`src/rtl/muldiv_iter_unit.sv`:
```
// Iterative signed/unsigned multiply and divide unit, result packed as {hi, lo}.
// Define MULDIV_FAST_MUL_EN to replace the shift-add multiplier with a single-cycle one.
module muldiv_iter_unit #(
  parameter int WIDTH = 32
) (
  input  logic                 clk,
  input  logic                 rst,
  input  logic                 start_i,
  input  logic [1:0]           op_i,
  input  logic [WIDTH-1:0]     opa_i,
  input  logic [WIDTH-1:0]     opb_i,
  input  logic                 annul_i,
  output logic                 busy_o,
  output logic                 ready_o,
  output logic [2*WIDTH-1:0]   result_o,
  output logic                 div_by_zero_o
);

  localparam int CNT_W = $clog2(WIDTH) + 1;

  typedef enum logic [1:0] {S_IDLE, S_CALC, S_DONE} state_t;

  state_t               r_state;
  state_t               w_state_next;
  logic [CNT_W-1:0]     r_cnt;
  logic                 r_ready;
  logic [2*WIDTH-1:0]   r_result;
  logic                 r_dbz;
  logic                 r_is_div;
  logic                 r_neg_q;
  logic                 r_neg_r;
  logic [2*WIDTH-1:0]   r_acc;
  logic [WIDTH-1:0]     r_mcand;
  logic [WIDTH-1:0]     r_rem;
  logic [WIDTH-1:0]     r_quo;
  logic [WIDTH-1:0]     r_divisor;

  logic                 w_op_div;
  logic                 w_op_signed;
  logic                 w_sign_a;
  logic                 w_sign_b;
  logic [WIDTH-1:0]     w_mag_a;
  logic [WIDTH-1:0]     w_mag_b;
  logic                 w_dbz_req;
  logic                 w_fast_req;
  logic [2*WIDTH-1:0]   w_fast_prod;
  logic                 w_accept;
  logic                 w_last;

  assign w_op_div    = op_i[1];
  assign w_op_signed = ~op_i[0];
  assign w_sign_a    = w_op_signed & opa_i[WIDTH-1];
  assign w_sign_b    = w_op_signed & opb_i[WIDTH-1];
  assign w_mag_a     = w_sign_a ? (-opa_i) : opa_i;
  assign w_mag_b     = w_sign_b ? (-opb_i) : opb_i;
  assign w_dbz_req   = w_op_div & (opb_i == '0);
  assign w_last      = (r_cnt == CNT_W'(WIDTH - 1));

`ifdef MULDIV_FAST_MUL_EN
  logic [2*WIDTH-1:0] w_ext_a;
  logic [2*WIDTH-1:0] w_ext_b;
  // Low 2*WIDTH bits of the extended product are correct for both signednesses.
  assign w_ext_a     = {{WIDTH{w_sign_a}}, opa_i};
  assign w_ext_b     = {{WIDTH{w_sign_b}}, opb_i};
  assign w_fast_prod = w_ext_a * w_ext_b;
  assign w_fast_req  = ~w_op_div;
`else
  assign w_fast_prod = '0;
  assign w_fast_req  = 1'b0;
`endif

  // Shift-add step: conditionally add multiplicand to the high half, then shift right.
  logic [WIDTH:0]       w_sum;
  logic [2*WIDTH-1:0]   w_acc_next;
  assign w_sum      = {1'b0, r_acc[2*WIDTH-1:WIDTH]} + (r_acc[0] ? {1'b0, r_mcand} : '0);
  assign w_acc_next = {w_sum, r_acc[WIDTH-1:1]};

  // Restoring division step on a WIDTH+1 bit shifted partial remainder.
  logic [WIDTH:0]       w_shift;
  logic                 w_ge;
  logic [WIDTH:0]       w_diff;
  logic [WIDTH-1:0]     w_rem_next;
  logic [WIDTH-1:0]     w_quo_next;
  assign w_shift    = {r_rem, r_quo[WIDTH-1]};
  assign w_ge       = (w_shift >= {1'b0, r_divisor});
  assign w_diff     = w_shift - {1'b0, r_divisor};
  assign w_rem_next = w_ge ? w_diff[WIDTH-1:0] : w_shift[WIDTH-1:0];
  assign w_quo_next = {r_quo[WIDTH-2:0], w_ge};

  logic [2*WIDTH-1:0]   w_prod_fix;
  logic [WIDTH-1:0]     w_quo_fix;
  logic [WIDTH-1:0]     w_rem_fix;
  logic [2*WIDTH-1:0]   w_final;
  assign w_prod_fix = r_neg_q ? (-w_acc_next) : w_acc_next;
  assign w_quo_fix  = r_neg_q ? (-w_quo_next) : w_quo_next;
  assign w_rem_fix  = r_neg_r ? (-w_rem_next) : w_rem_next;
  assign w_final    = r_is_div ? {w_rem_fix, w_quo_fix} : w_prod_fix;

  always_ff @(posedge clk or posedge rst) begin
    if (rst) begin
      r_state <= S_IDLE;
    end else begin
      r_state <= w_state_next;
    end
  end

  always_comb begin
    w_state_next = r_state;
    w_accept     = 1'b0;
    case (r_state)
      S_IDLE, S_DONE: begin
        if (start_i && !annul_i) begin
          w_accept     = 1'b1;
          w_state_next = (w_dbz_req || w_fast_req) ? S_DONE : S_CALC;
        end else begin
          w_state_next = S_IDLE;
        end
      end
      S_CALC: begin
        if (annul_i) begin
          w_state_next = S_IDLE;
        end else if (w_last) begin
          w_state_next = S_DONE;
        end
      end
      default: w_state_next = S_IDLE;
    endcase
  end

  always_ff @(posedge clk or posedge rst) begin
    if (rst) begin
      r_cnt     <= '0;
      r_ready   <= 1'b0;
      r_result  <= '0;
      r_dbz     <= 1'b0;
      r_is_div  <= 1'b0;
      r_neg_q   <= 1'b0;
      r_neg_r   <= 1'b0;
      r_acc     <= '0;
      r_mcand   <= '0;
      r_rem     <= '0;
      r_quo     <= '0;
      r_divisor <= '0;
    end else begin
      r_ready <= 1'b0;
      if (w_accept) begin
        r_cnt     <= '0;
        r_is_div  <= w_op_div;
        r_neg_q   <= w_sign_a ^ w_sign_b;
        r_neg_r   <= w_sign_a;
        r_acc     <= {{WIDTH{1'b0}}, w_mag_b};
        r_mcand   <= w_mag_a;
        r_rem     <= '0;
        r_quo     <= w_mag_a;
        r_divisor <= w_mag_b;
        if (w_dbz_req) begin
          r_result <= {opa_i, {WIDTH{1'b1}}};
          r_dbz    <= 1'b1;
          r_ready  <= 1'b1;
        end else if (w_fast_req) begin
          r_result <= w_fast_prod;
          r_dbz    <= 1'b0;
          r_ready  <= 1'b1;
        end
      end else if (r_state == S_CALC && !annul_i) begin
        r_cnt <= r_cnt + 1'b1;
        r_acc <= w_acc_next;
        r_rem <= w_rem_next;
        r_quo <= w_quo_next;
        if (w_last) begin
          r_result <= w_final;
          r_dbz    <= 1'b0;
          r_ready  <= 1'b1;
        end
      end
    end
  end

  assign busy_o        = (r_state == S_CALC);
  assign ready_o       = r_ready;
  assign result_o      = r_result;
  assign div_by_zero_o = r_dbz;

endmodule
```
`config.mk`:
```
export PLATFORM = sky130hd
export DESIGN_NAME = muldiv_iter_unit
export DESIGN_NICKNAME = d
export VERILOG_FILES = /design/src/rtl/muldiv_iter_unit.sv
export SDC_FILE = /design/constraint.sdc
export NUM_CORES = 1
export LEC_CHECK = 0
export CAP_MARGIN = 20
export CORE_MARGIN = 5
export CORE_UTILIZATION = 35
export CTS_CLUSTER_SIZE = 8
export DETAILED_ROUTE_END_ITERATION = 8
export SKIP_LAST_GASP = 1
export SYNTH_ARGS = -nofsm -noshare
export SYNTH_HDL_FRONTEND = slang
export SYNTH_SLANG_ARGS = --single-unit
```
`constraint.sdc`:
```
create_clock -name clk -period 10.5 [get_ports clk]
set_input_delay 2.1 -clock clk [delete_from_list [all_inputs] [get_ports clk]]
set_output_delay 2.1 -clock clk [all_outputs]
set_load 0.02 [all_outputs]
```
[Word level (Yosys, flattened, before mapping)]
Cells that the tools add are included.
W data, S select, Z words.
Word-level totals
  bits in registers: 269
  logic and storage cells: 76
  bits of input ports: 70
  output and inout bits: 67
Operators by class
  mux-type cells: 35
  bitwise gates (word level): 5
  eq/ne operators: 5
  $lt $le $gt $ge: 1
  add/subtract/negate cells: 8
  reductions and logical operators: 9
Operators by type and width (number)
  $mux W64: 8
  $mux W32: 10
  $neg A32 Y32: 4
  $neg A64 Y64: 1
  $add A32 B32 Y33: 1
  $ge A33 B32 Y1: 1
  $logic_not A32 Y1: 1
  $sub A32 B32 Y32: 1
  $mux W6: 2
  $mux W1: 10
  $mux W2: 4
  $add A6 B1 Y6 const B: 1
  $eq A6 B5 Y1 const B: 1
  $pmux W2 S2: 1
  $reduce_bool A2 Y1: 2
  $and A1 B1 Y1: 3
  $ne A3 B2 Y1 const B: 1
  $reduce_and A3 Y1: 1
  $eq A2 B1 Y1 const B: 1
  $eq A2 B2 Y1 const B: 1
  $logic_and A1 B1 Y1: 2
  $logic_not A2 Y1: 1
  $ne A2 B2 Y1 const B: 1
  $reduce_or A2 Y1: 1
  other kinds (3): 3

[Logic depth before layout (Yosys ltp)]
Gate-level depths: netlist of the first run.
  depth in word-level cells: 8
  depth in mapped cells: 23
  gate-level depth less buffers: 19

[Worst setup path before layout of the first run]
No wires, ideal clock.
  path type: flip-flop to flip-flop
  start point: register r_rem[6]
  end point: register r_result[60], in the netlist result_o[60]
  path buffers: 4
  data arrival time: 4.976 ns
  setup time: 0.126 ns
  cell stages (with the launch flop): 21
  period minus slack after synthesis: 5.102 ns
  data required time: 10.374 ns
  slack: 5.398 ns
  cells stage by stage: dfrtp_1 ha_1 clkbuf_1 nand2_1 o21ai_0 a221oi_1 a21oi_1 a31o_2 clkbuf_1 buf_1 buf_1 mux2i_1 ha_1 inv_1 nor4_1 nand3_1 o31ai_1 nand4b_1 o21ai_0 xnor2_1 a221o_1
Between the ends
  word-level cells in the longest chain between the ends: 8
  elaborated cells on any way between the ends: 9
  those cells by class: 2 x add/sub; 1 x order compare; 6 x mux
RTL lines
  start: declaration: RTL line 34  | logic [WIDTH-1:0] r_rem;
  start signal: assignment: RTL line 168  | r_rem <= w_rem_next;
  $sub A32 B32 Y32 or $ge A33 B32 Y1 (tied branches): RTL line 86, 85
  $mux W32 (*): RTL line 87  | assign w_rem_next = w_ge ? w_diff[WIDTH-1:0] : w_shift[WIDTH-1:0];
  $neg A32 Y32: RTL line 96  | assign w_rem_fix = r_neg_r ? (-w_rem_next) : w_rem_next;
  $mux W32 (*): RTL line 96
  $mux W64 (*): RTL line 97  | assign w_final = r_is_div ? {w_rem_fix, w_quo_fix} : w_prod_fix;
  $mux W64 (*): RTL line 170  | if (w_last) begin
  $mux W64 (*): RTL line 165  | end else if (r_state == S_CALC && !annul_i) begin
  $mux W64 (*): RTL line 146  | if (w_accept) begin
  end signal: assignment: RTL line 157  | r_result <= {opa_i, {WIDTH{1'b1}}};
  end signal: assignment: RTL line 161  | r_result <= w_fast_prod;
  end signal: assignment: RTL line 171  | r_result <= w_final;
  end: declaration: RTL line 27  | logic [2*WIDTH-1:0] r_result;
Mark *: on every way between the ends. The rest lies on a longest branch, timed or not. The select of a mux whose other input is x is not followed.
A chain may end at the register's enable or synchronous reset.

[Worst setup path in the final report of the first run]
  start point: register r_acc[0]
  end point: register r_result[60], in the netlist result_o[60]
Between the ends
  word-level cells in the longest chain between the ends: 8
RTL lines
  start: declaration: RTL line 32  | logic [2*WIDTH-1:0] r_acc;
  start signal: assignment: RTL line 151  | r_acc <= {{WIDTH{1'b0}}, w_mag_b};
  start signal: assignment: RTL line 167  | r_acc <= w_acc_next;
  $mux W32 (*): RTL line 75  | assign w_sum = {1'b0, r_acc[2*WIDTH-1:WIDTH]} + (r_acc[0] ? {1'b0, r_mcand} : '0);
  $add A32 B32 Y33 (*): RTL line 75
  $neg A64 Y64: RTL line 94  | assign w_prod_fix = r_neg_q ? (-w_acc_next) : w_acc_next;
  $mux W64 (*): RTL line 94
  $mux W64 (*): RTL line 97
  $mux W64 (*): RTL line 170
  $mux W64 (*): RTL line 165
  $mux W64 (*): RTL line 146
Marks and branches as above.

==> results of run 1 <==
==> cell usage in the layout, fill, tap and decap left out, types with 51 or more instances in the layout <==
master / netlist / final
nand2_1: 283 / 283
clkdlybuf4s50_1: 0 / 136
xor2_1: 98 / 98
a21oi_1: 257 / 256
o21ai_0: 186 / 185
and3_1: 51 / 51
ha_1: 70 / 70
inv_1: 65 / 64
nor2_1: 238 / 237
dfrtp_1: 269 / 267
xnor2_1: 120 / 120
==> through the flow <==
stage	area (µm²)	worst slack [ns]	hold slack (ns)
floorplan	19900	0.990	0.441
global placement	21800	4.92	0.453
detailed placement	21800	4.91	0.458
CTS	22800	5.07	0.473
global route	22900	4.57	0.486
finish	22900	4.91	0.472
==> flip-flops by register name, summed over array words and instances, names as in the netlist <==
register / cells
r_acc: 64
result_o: 64
r_divisor: 32
r_mcand: 32
r_quo: 32
r_rem: 32
r_cnt: 6
r_state: 2
div_by_zero_o: 1
r_is_div: 1
r_neg_q: 1
r_neg_r: 1
ready_o: 1
==> worst max-delay path by stage <==
stage | from | to | cells past startpoint
after floorplan | rst | div_by_zero_o$_DFFE_PP0P_ | 1
after CTS | r_rem[24]$_DFFE_PP0P_ | result_o[60]$_DFFE_PP0P_ | 17
after global placement | opb_i[25] | result_o[58]$_DFFE_PP0P_ | 9
after global routing | r_rem[6]$_DFFE_PP0P_ | result_o[60]$_DFFE_PP0P_ | 18
final | r_acc[0]$_DFFE_PP0P_ | result_o[60]$_DFFE_PP0P_ | 14
after detailed placement | opb_i[25] | result_o[58]$_DFFE_PP0P_ | 9
==> critical path, stage by stage (launching register included) <==
cell      delay (ns)
dfrtp_1         0.32
buf_4           0.33
and2_1          0.28
ha_1            0.40
a21o_1          0.28
a31oi_1         0.44
a21oi_1         0.17
nor4b_1         0.78
o21ai_0         0.32
a211oi_1        0.31
nand4_1         0.42
or2_2           0.47
o31ai_1         0.36
xnor2_1         0.16
a221o_1         0.37
==> power by group through the flow <==
stage	Sequential, mW	Combinational, mW	Clock, mW
floorplan	1.33	1.20	0
finish	1.41	1.68	1.15
global placement	1.41	1.63	0
CTS	1.40	1.65	1.17
detailed placement	1.42	1.65	0
global route	1.43	1.83	1.21
==> cell type report <==
class	count	area (µm²)	share of cell area, %
Multi-Input combinational cell	1972	12300	54.0
Sequential cell	269	6730	29.4
Timing Repair Buffer	157	1560	6.82
Clock buffer	44	995	4.35
Tap cell	756	946	4.14
Inverter	66	255	1.12
Clock inverter	2	32.5	0.142
==> cells by family after synthesis <==
group                      synth area share [%]
AOI/OAI and AO/OA                          25.2
xor gates and xnor gates                   9.61
adders and majority gates                  4.61
buffers and inverters                      4.18
DFF                                        33.9
muxes                                      1.79
and+or+nand+nor                            20.7
==> layer usage <==
layer  share of wire [%]  vias up
met5                   0        -
met1                  45     9741
li1                    -     8963
met3                 7.9      117
met4                 3.0        0
met2                  44      817
==> flow_summary.toml, run 1 <==
[run_status]
status = "complete, no violations"

[synth]
synth_top_cell_area_share_pct = 33.9
ys_types = 79
synth_cells = 2459
post-synth-top-area-cell = "dfrtp_1"
synth_flop_cell = "dfrtp_1"
syn_nets = 2601
synthTopCellsByCount = "283 x nand2_1, 269 x dfrtp_1, 257 x a21oi_1, 238 x nor2_1, 186 x o21ai_0"
syn_avg_cell_area_um2 = 8.08
synth_edf_count = 0
ys_seq_area_share_pct = 33.9
async_reset_ff_share_pct = 100
synthTopCellsByArea = "dfrtp_1 34%, a21oi_1 6.5%, nand2_1 5.3%, xnor2_1 5.3%, o21ai_0 4.7%"
synth_area_mm2 = 0.0199
yosysWarnings = 0
ys_ff_latch = 269
synth.most_common_cell = "nand2_1"

[global_route]
grt_use_met2_pct = 38.0
use_met1_pct = 35.5
grtUsageTotal_pct = 24.7
use_met3_pct = 4.51
antenna_found_initial = 1
grt-ovfl-total = 0
busiest_layer = "met2"
grt_first_pass_wirelength_mm = 118
grt_pass1_vias = 18600
grt_max_degree = 136

[power]
switching_power_mw = 1.76
power.share.combinational_pct = 39.6
switching_share_pct = 41.4
p_leak_nw = 9.61
p_seq_share_pct = 33.3
power_mw = 4.25
clock_power_share_pct = 27.1
p_int_mw = 2.49
cellPowerDensity_mw_per_mm2 = 186
peakVddDrop_mv = 0.0999

[placement]
io_buffers = 136
placed_cells = 3218
gp_congestion = 0.991
dpl.hpwl_mm = 58.8

[floorplanning]
placementRows = 87
ios = 137
die_width_um = 248
die_area_mm2 = 0.0616
core-area_mm2 = 0.0563
die_h_um = 248
start_util_pct = 35.3

[detailed_routing]
viasPerCell = 6.01
ant_nets = 0
drtIter0Drc = 2225
firstDrtPassIters = 6
num_vias = 19600
drc_errors = 0
drt-total-wl_mm = 78.5
wl_per_cell_um = 24.0

[worst_hold_path]
holdCritPathClass = "reg -> reg"
hold_end = "r_mcand[18]$_DFFE_PP0P_"
min_from = "r_mcand[18]$_DFFE_PP0P_"
hold_depth = 1

[cts]
htree_levels = 2
clock_path_buffers = 3
cts_hold_buf = 0
cts_setup_buffers = 0
cts_resized = 0
cts.sinks = 269
clock_latency_ns = 0.56
cts_root_buffer = "clkbuf_16"
cts_tree = "yes"
cts_buffers = 39
clkTransAtPathRegs_ns = 0.05

[final_layout]
fin_util_pct = 40.6
syn_to_final_growth_pct = 15.1
diodes = 0
drive_gt1_share_pct = 3.94
fill_cells = 5724
fin_cells = 3266
layout.nets = 2647

[timing]
finalSetupViolations = 0
post-route-min-period_ns = 5.59
relSlewSlack_pct = 18.8
tns_ns = 0
worst-slew-pin-transition_ns = 1.22
hold_viol_final = 0
rsz0062_at_grt = "no"
fin_crit_sh_pct = 53.2
finalMaxSlewViolations = 0
max_freq_mhz = 179
finClkSkew_ns = 0.0126

[critical_path]
r2r_cells = 14
critPathCaptureType = "register"
reg2reg_from = "r_acc[0]$_DFFE_PP0P_"
critical_path_required_ns = 10.93
start_kind = "register"
path_class = "reg -> reg"
critPathMaxFanout = 33
arrival_ns = 6.02
regToRegEndpoint = "result_o[60]$_DFFE_PP0P_"
rrSetupSlack_ns = 4.91

[flow_run]
max_cap_viol_count = 0
No activity file was read; power rests on OpenSTA's default activity.
==> run 2, diff against run 1 <==
==> constraint.sdc (replaced) <==
create_clock -name clk -period 5 [get_ports clk]
set_input_delay 1 -clock clk [delete_from_list [all_inputs] [get_ports clk]]
set_output_delay 1 -clock clk [all_outputs]
set_load 0.02 [all_outputs]
==> run 2 against run 1 <==
  * Sequential power grew 110%
  * Non-clock buffer count grew 39
  * Clock skew grew 0.017 ns
  * First-iteration DRC count shrank 14%
  * Register-to-register slack lost 4.6 ns
  * Via count shrank 0.38%
  * Hold slack gained 0.012 ns
  * Design area grew 2.0%
  * Routed wire length shrank 0.61%
  * Clock power grew 120%
  * Core utilization grew 0.83 points
  * Die area is the same
  * Largest cell class unchanged
==> flow_summary.toml, run 2 (synthesized netlist as in run 1, its figures left out) <==
[placement]
gp_congestion = 0.943
post-place-ws_ns = -0.129
placed_cells = 3259
io_buffers = 136
dpl.hpwl_mm = 59.3

[critical_path]
critPathMaxFanout = 8
cp_slowest_cell = "ha_2"
critical_path_required_ns = 5.42
path_class = "reg -> reg"
cp_top_family = "compound AO/OA/AOI/OAI gates"
slowest_delay_ns = 0.47
cp_num_buf_inv = 3
critPathCaptureType = "register"
start_kind = "register"
cp_cell_sequence = "ha_2 -> nand4_1 -> nor4_1 -> a41o_1 -> o32a_1 -> a31o_4 -> mux2i_1 -> ha_1 -> inv_1 -> nor4_1 -> buf_4 -> nand3_1 -> buf_4 -> o31a_1 -> o31ai_2 -> xor2_1 -> o221ai_1"
arrival_ns = 5.15

[detailed_routing]
drc_errors = 0
dr_wl_met3_mm = 6.32
drtIter0Drc = 1920
wl_met1_mm = 34.3
highest_layer = "met4"
met2_length_mm = 34.3
ant_nets = 0
wl_per_cell_um = 23.6
num_vias = 19600
firstDrtPassIters = 7
viasPerCell = 5.90
drt-total-wl_mm = 78.1

[floorplanning]
die_width_um = 248
placementRows = 87
die_area_mm2 = 0.0616
die_h_um = 248
core-area_mm2 = 0.0563
start_util_pct = 35.3
ios = 137

[cts]
cts_buffers = 40
clkTransAtPathRegs_ns = 0.05
clock_path_buffers = 3
cts_root_buffer = "clkbuf_16"
cts.sinks = 269
cts_tree = "yes"
cts_setup_buffers = 0
clock_latency_ns = 0.57
htree_levels = 2

[power]
peakVddDrop_mv = 0.205
p_leak_nw = 9.84
power_mw = 9.17
cellPowerDensity_mw_per_mm2 = 393

[final_layout]
final_cell_mix = "283 x nand2_1, 267 x dfrtp_1, 253 x a21oi_1, 237 x nor2_1, 182 x o21ai_0"
drive_gt1_share_pct = 6.14
fin_cells = 3313
syn_to_final_growth_pct = 17.5
final_common_cell = "nand2_1"
fin_util_pct = 41.5
layout.nets = 2687

[global_route]
grtUsageTotal_pct = 24.4
grt_pass1_vias = 18400
grt_max_degree = 100
grt_first_pass_wirelength_mm = 115
grt-ovfl-total = 0
antenna_found_initial = 1

[timing]
finalMaxSlewViolations = 0
worst-slew-pin-transition_ns = 1.04
relSlewSlack_pct = 30.7
post-route-min-period_ns = 4.73
worst_slack_ns = 0.266
max_freq_mhz = 211
whs_ns = 0.484
finalSetupViolations = 0
hold_viol_final = 0
fin_crit_sh_pct = 94.7
finClkSkew_ns = 0.0301

[worst_hold_path]
holdCritPathClass = "reg -> reg"

[flow_run]
max_cap_viol_count = 0

[run_status]
status = "complete, no violations"
## run 2: what timing repair did
| item | 4_1_cts | 5_1_grt |
|---|---|---|
| resized for setup | 1 | 18 |
| pin swaps | 0 | 5 |
| hold buffers | 0 | 0 |
| cloned | 0 | 0 |
| endpoints found under the setup margin | 3 | 13 |
## run 2: through the flow
step,setup TNS (ns),cell area (µm²)
global route,-0.0638,23300
floorplan,0,19900
detailed placement,-0.188,22200
global placement,-0.0341,22200
CTS,0,23300
finish,0,23300
## run 2: layout make-up
type,instances,area [µm²]
Clock buffer,48,1050
Sequential cell,269,6730
Tap cell,756,946
Timing Repair Buffer,196,1890
Inverter,66,251
Fill cell,5687,32900
Multi-Input combinational cell,1972,12400
Antenna cell,2,5.00
Clock inverter,4,50.0
## run 2: final timing paths
kind | from | endpoint | slack [ns] | depth (start not counted)
hold / removal | result_o[40]$_DFFE_PP0P_ | result_o[40]$_DFFE_PP0P_ | 0.48 | 2
setup / recovery | r_rem[7]$_DFFE_PP0P_ | result_o[58]$_DFFE_PP0P_ | 0.27 | 17
setup reg to reg | r_rem[7]$_DFFE_PP0P_ | result_o[58]$_DFFE_PP0P_ | 0.27 | 17
hold reg to reg | result_o[40]$_DFFE_PP0P_ | result_o[40]$_DFFE_PP0P_ | 0.48 | 2
min in group asynchronous | rst | r_acc[54]$_DFFE_PP0P_ | 0.75 | 2
max in group asynchronous | rst | r_divisor[14]$_DFFE_PP0P_ | 2.89 | 3
## run 2: report_power, final
group | total (mW) | switching, mW | internal [mW] | leakage (nW)
combinational | 3.66 | 2.27 | 1.39 | 5.85
sequential | 2.98 | 0.461 | 2.52 | 3.45
clock | 2.53 | 1.06 | 1.47 | 0.540
total | 9.17 | 3.79 | 5.38 | 9.84
## run 2: tightest hold or removal path, cell delays in order, from the launching register on
cell and delay [ns]:
dfrtp_1 0.34, nand2_1 0.05, o21ai_0 0.06
## run 2: routing by layer
layer  GRT usage [%]  vias to the layer above
met1            34.3                     9577
met3            4.64                      123
met4            9.12                        0
met5               0                        -
li1                -                     9046
met2            37.5                      817
==> run 3, diff against run 2 <==
--- a/config.mk
+++ b/config.mk
@@ -10,6 +10,7 @@
 export CORE_UTILIZATION = 35
 export CTS_CLUSTER_SIZE = 8
 export DETAILED_ROUTE_END_ITERATION = 8
+export REMOVE_ABC_BUFFERS = 1
 export SKIP_LAST_GASP = 1
 export SYNTH_ARGS = -nofsm -noshare
 export SYNTH_HDL_FRONTEND = slang
==> run 3 against run 2 <==
  * Hold slack got worse by 0.017 ns
  * Critical path type unchanged
  * Global-route usage fell by 1.5 points
  * Via count fell by 1.8%
  * First-iteration DRC count fell by 3.4%
  * Largest cell class unchanged
  * Design area fell by 0.35%
==> flow_summary.toml, run 3 (synthesized netlist as in run 1, its figures left out) <==
[critical_path]
critPathCaptureType = "register"
cp_slowest_cell = "dfrtp_1"
critical_path_required_ns = 5.43
slowest_delay_ns = 0.44
arrival_ns = 5.19
regToRegEndpoint = "result_o[60]$_DFFE_PP0P_"
path_class = "reg -> reg"
r2r_cells = 15
crit_start = "r_acc[0]$_DFFE_PP0P_"
critPathMaxFanout = 30
cp_cell_sequence = "buf_4 -> and2_1 -> ha_1 -> a211oi_1 -> o211ai_1 -> a31o_2 -> o21a_1 -> or3_1 -> a22oi_1 -> nand4_1 -> buf_4 -> or2_2 -> o31ai_1 -> xnor2_1 -> a221o_1"
start_kind = "register"
reg2reg_from = "r_acc[0]$_DFFE_PP0P_"
cpMostUsedCell = "buf_4"
rrSetupSlack_ns = 0.24

[detailed_routing]
drc_errors = 0
num_vias = 19200
ant_nets = 0
viasPerCell = 5.80
drt-total-wl_mm = 72.6
firstDrtPassIters = 5
wl_per_cell_um = 21.9
drtIter0Drc = 1854

[cts]
cts.sinks = 269
cts_root_buffer = "clkbuf_16"
clock_latency_ns = 0.55
cts_tree = "yes"
cts_hold_buf = 0
clock_path_buffers = 3
cts_buffers = 40
cts_setup_buffers = 0
clkTransAtPathRegs_ns = 0.05
htree_levels = 2

[power]
cellPowerDensity_mw_per_mm2 = 387
switching_share_pct = 40.4
power.share.combinational_pct = 39.6
p_leak_nw = 9.85
clock_power_share_pct = 27.4
p_seq_share_pct = 33.0
peakVddDrop_mv = 0.183
switching_power_mw = 3.63
p_int_mw = 5.37
power_mw = 9.00

[final_layout]
final_area_mm2 = 0.0233
syn_to_final_growth_pct = 17.1
final_common_cell = "nand2_1"
multi_input_area_mm2 = 0.0124
seq_area_mm2 = 0.00673
layout.nets = 2692
final_cell_mix = "283 x nand2_1, 267 x dfrtp_1, 256 x a21oi_1, 237 x nor2_1, 184 x o21ai_0"
fill_cells = 5730
drive_gt1_share_pct = 5.87

[floorplanning]
die_width_um = 248
start_util_pct = 35.3
die_h_um = 248
die_area_mm2 = 0.0616
ios = 137
placementRows = 87
core-area_mm2 = 0.0563

[global_route]
grt_max_degree = 103
grtUsageTotal_pct = 22.9
grt-ovfl-total = 0
antenna_found_initial = 0
grt_first_pass_wirelength_mm = 111
grt_pass1_vias = 18600

[flow_run]
max_cap_viol_count = 0

[placement]
gp_congestion = 0.903
dpl.hpwl_mm = 55.1
io_buffers = 136
post-place-ws_ns = 0.148
dpl-instance-area_mm2 = 0.0222

[timing]
hold_viol_final = 0
relSlewSlack_pct = 33.7
finClkSkew_ns = 0.00986
whs_ns = 0.467
fin_crit_sh_pct = 95.2
finalMaxSlewViolations = 0
finalSetupViolations = 0
rsz0062_at_grt = "no"
max_freq_mhz = 210
worst-slew-pin-transition_ns = 0.989
tns_ns = 0
post-route-min-period_ns = 4.76
worst_slack_ns = 0.242

[worst_hold_path]
hold_depth = 1
hold_end = "r_mcand[14]$_DFFE_PP0P_"
min_from = "r_mcand[14]$_DFFE_PP0P_"
holdCritPathClass = "reg -> reg"

[run_status]
status = "complete, no violations"
run 3: cell count changes in the layout (fill, tap and decap cells not counted), sizes merged:
cell,delta
diode,-1
buf,+5
inv,-1
clkbuf,-1
clkinvlp,-1
run 3: through the flow:
| stage | std cells | util (%) |
|---|---|---|
| floorplan | 2307 | - |
| global placement | 3264 | 39.4 |
| detailed placement | 3264 | 39.4 |
| CTS | 3313 | 41.3 |
| global route | 3313 | 41.3 |
| finish | 3314 | 41.3 |
run 3: worst max-delay path by stage:
| stage | to | slack, ns |
|---|---|---|
| CTS | result_o[60]$_DFFE_PP0P_ | 0.13 |
| detailed placement | result_o[60]$_DFFE_PP0P_ | 0.15 |
| finish | result_o[60]$_DFFE_PP0P_ | 0.24 |
| global placement | result_o[60]$_DFFE_PP0P_ | 0.26 |
| global route | result_o[60]$_DFFE_PP0P_ | 0.02 |
| floorplan | r_acc[35]$_DFFE_PP0P_ | -11.99 |
run 3: routing by layer:
| layer | vias to the layer above | routed length (µm) | GRT usage (%) |
|---|---|---|---|
| li1 | 9030 | - | - |
| met1 | 9422 | 31800 | 31.3 |
| met2 | 627 | 34000 | 37.5 |
| met3 | 137 | 3890 | 2.60 |
| met4 | 0 | 2940 | 8.46 |
| met5 | - | 0 | 0 |
run 3: critical path: cells and delay by family, from the launching register on:
kind,cells,cell delay [ns]
AND/OR/NAND/NOR,4,1.00
adder cells (fa/ha/maj),1,0.39
AO/OA/AOI/OAI,7,2.18
XOR/XNOR,1,0.17
buffers and inverters,2,0.45
flip-flops,1,0.44
run 3: area by class of cell:
type,instances,share of cell area [%]
multi-input cells,1972,53.2
well taps,756,4.07
flip-flops and latches,269,29.0
clock inverters,2,0.0430
clock buffers,47,4.51
diodes,1,0.0108
repair buffers,201,8.11
inverters,66,1.10
run 3: power by group through the flow:
stage	Combinational, mW	Clock [mW]	Sequential, mW
2_1_floorplan	2.43	0	2.87
3_3_place_gp	3.45	0	2.97
3_5_place_dp	3.49	0	2.98
4_1_cts	3.51	2.51	2.95
5_1_grt	3.90	2.58	3.02
6_report	3.57	2.46	2.97
run 3: timing repair:
| action | CTS | global route |
|---|---|---|
| endpoints found under the hold margin | 0 | 0 |
| gates resized for setup | 0 | 5 |
| setup endpoints to repair | 0 | 10 |
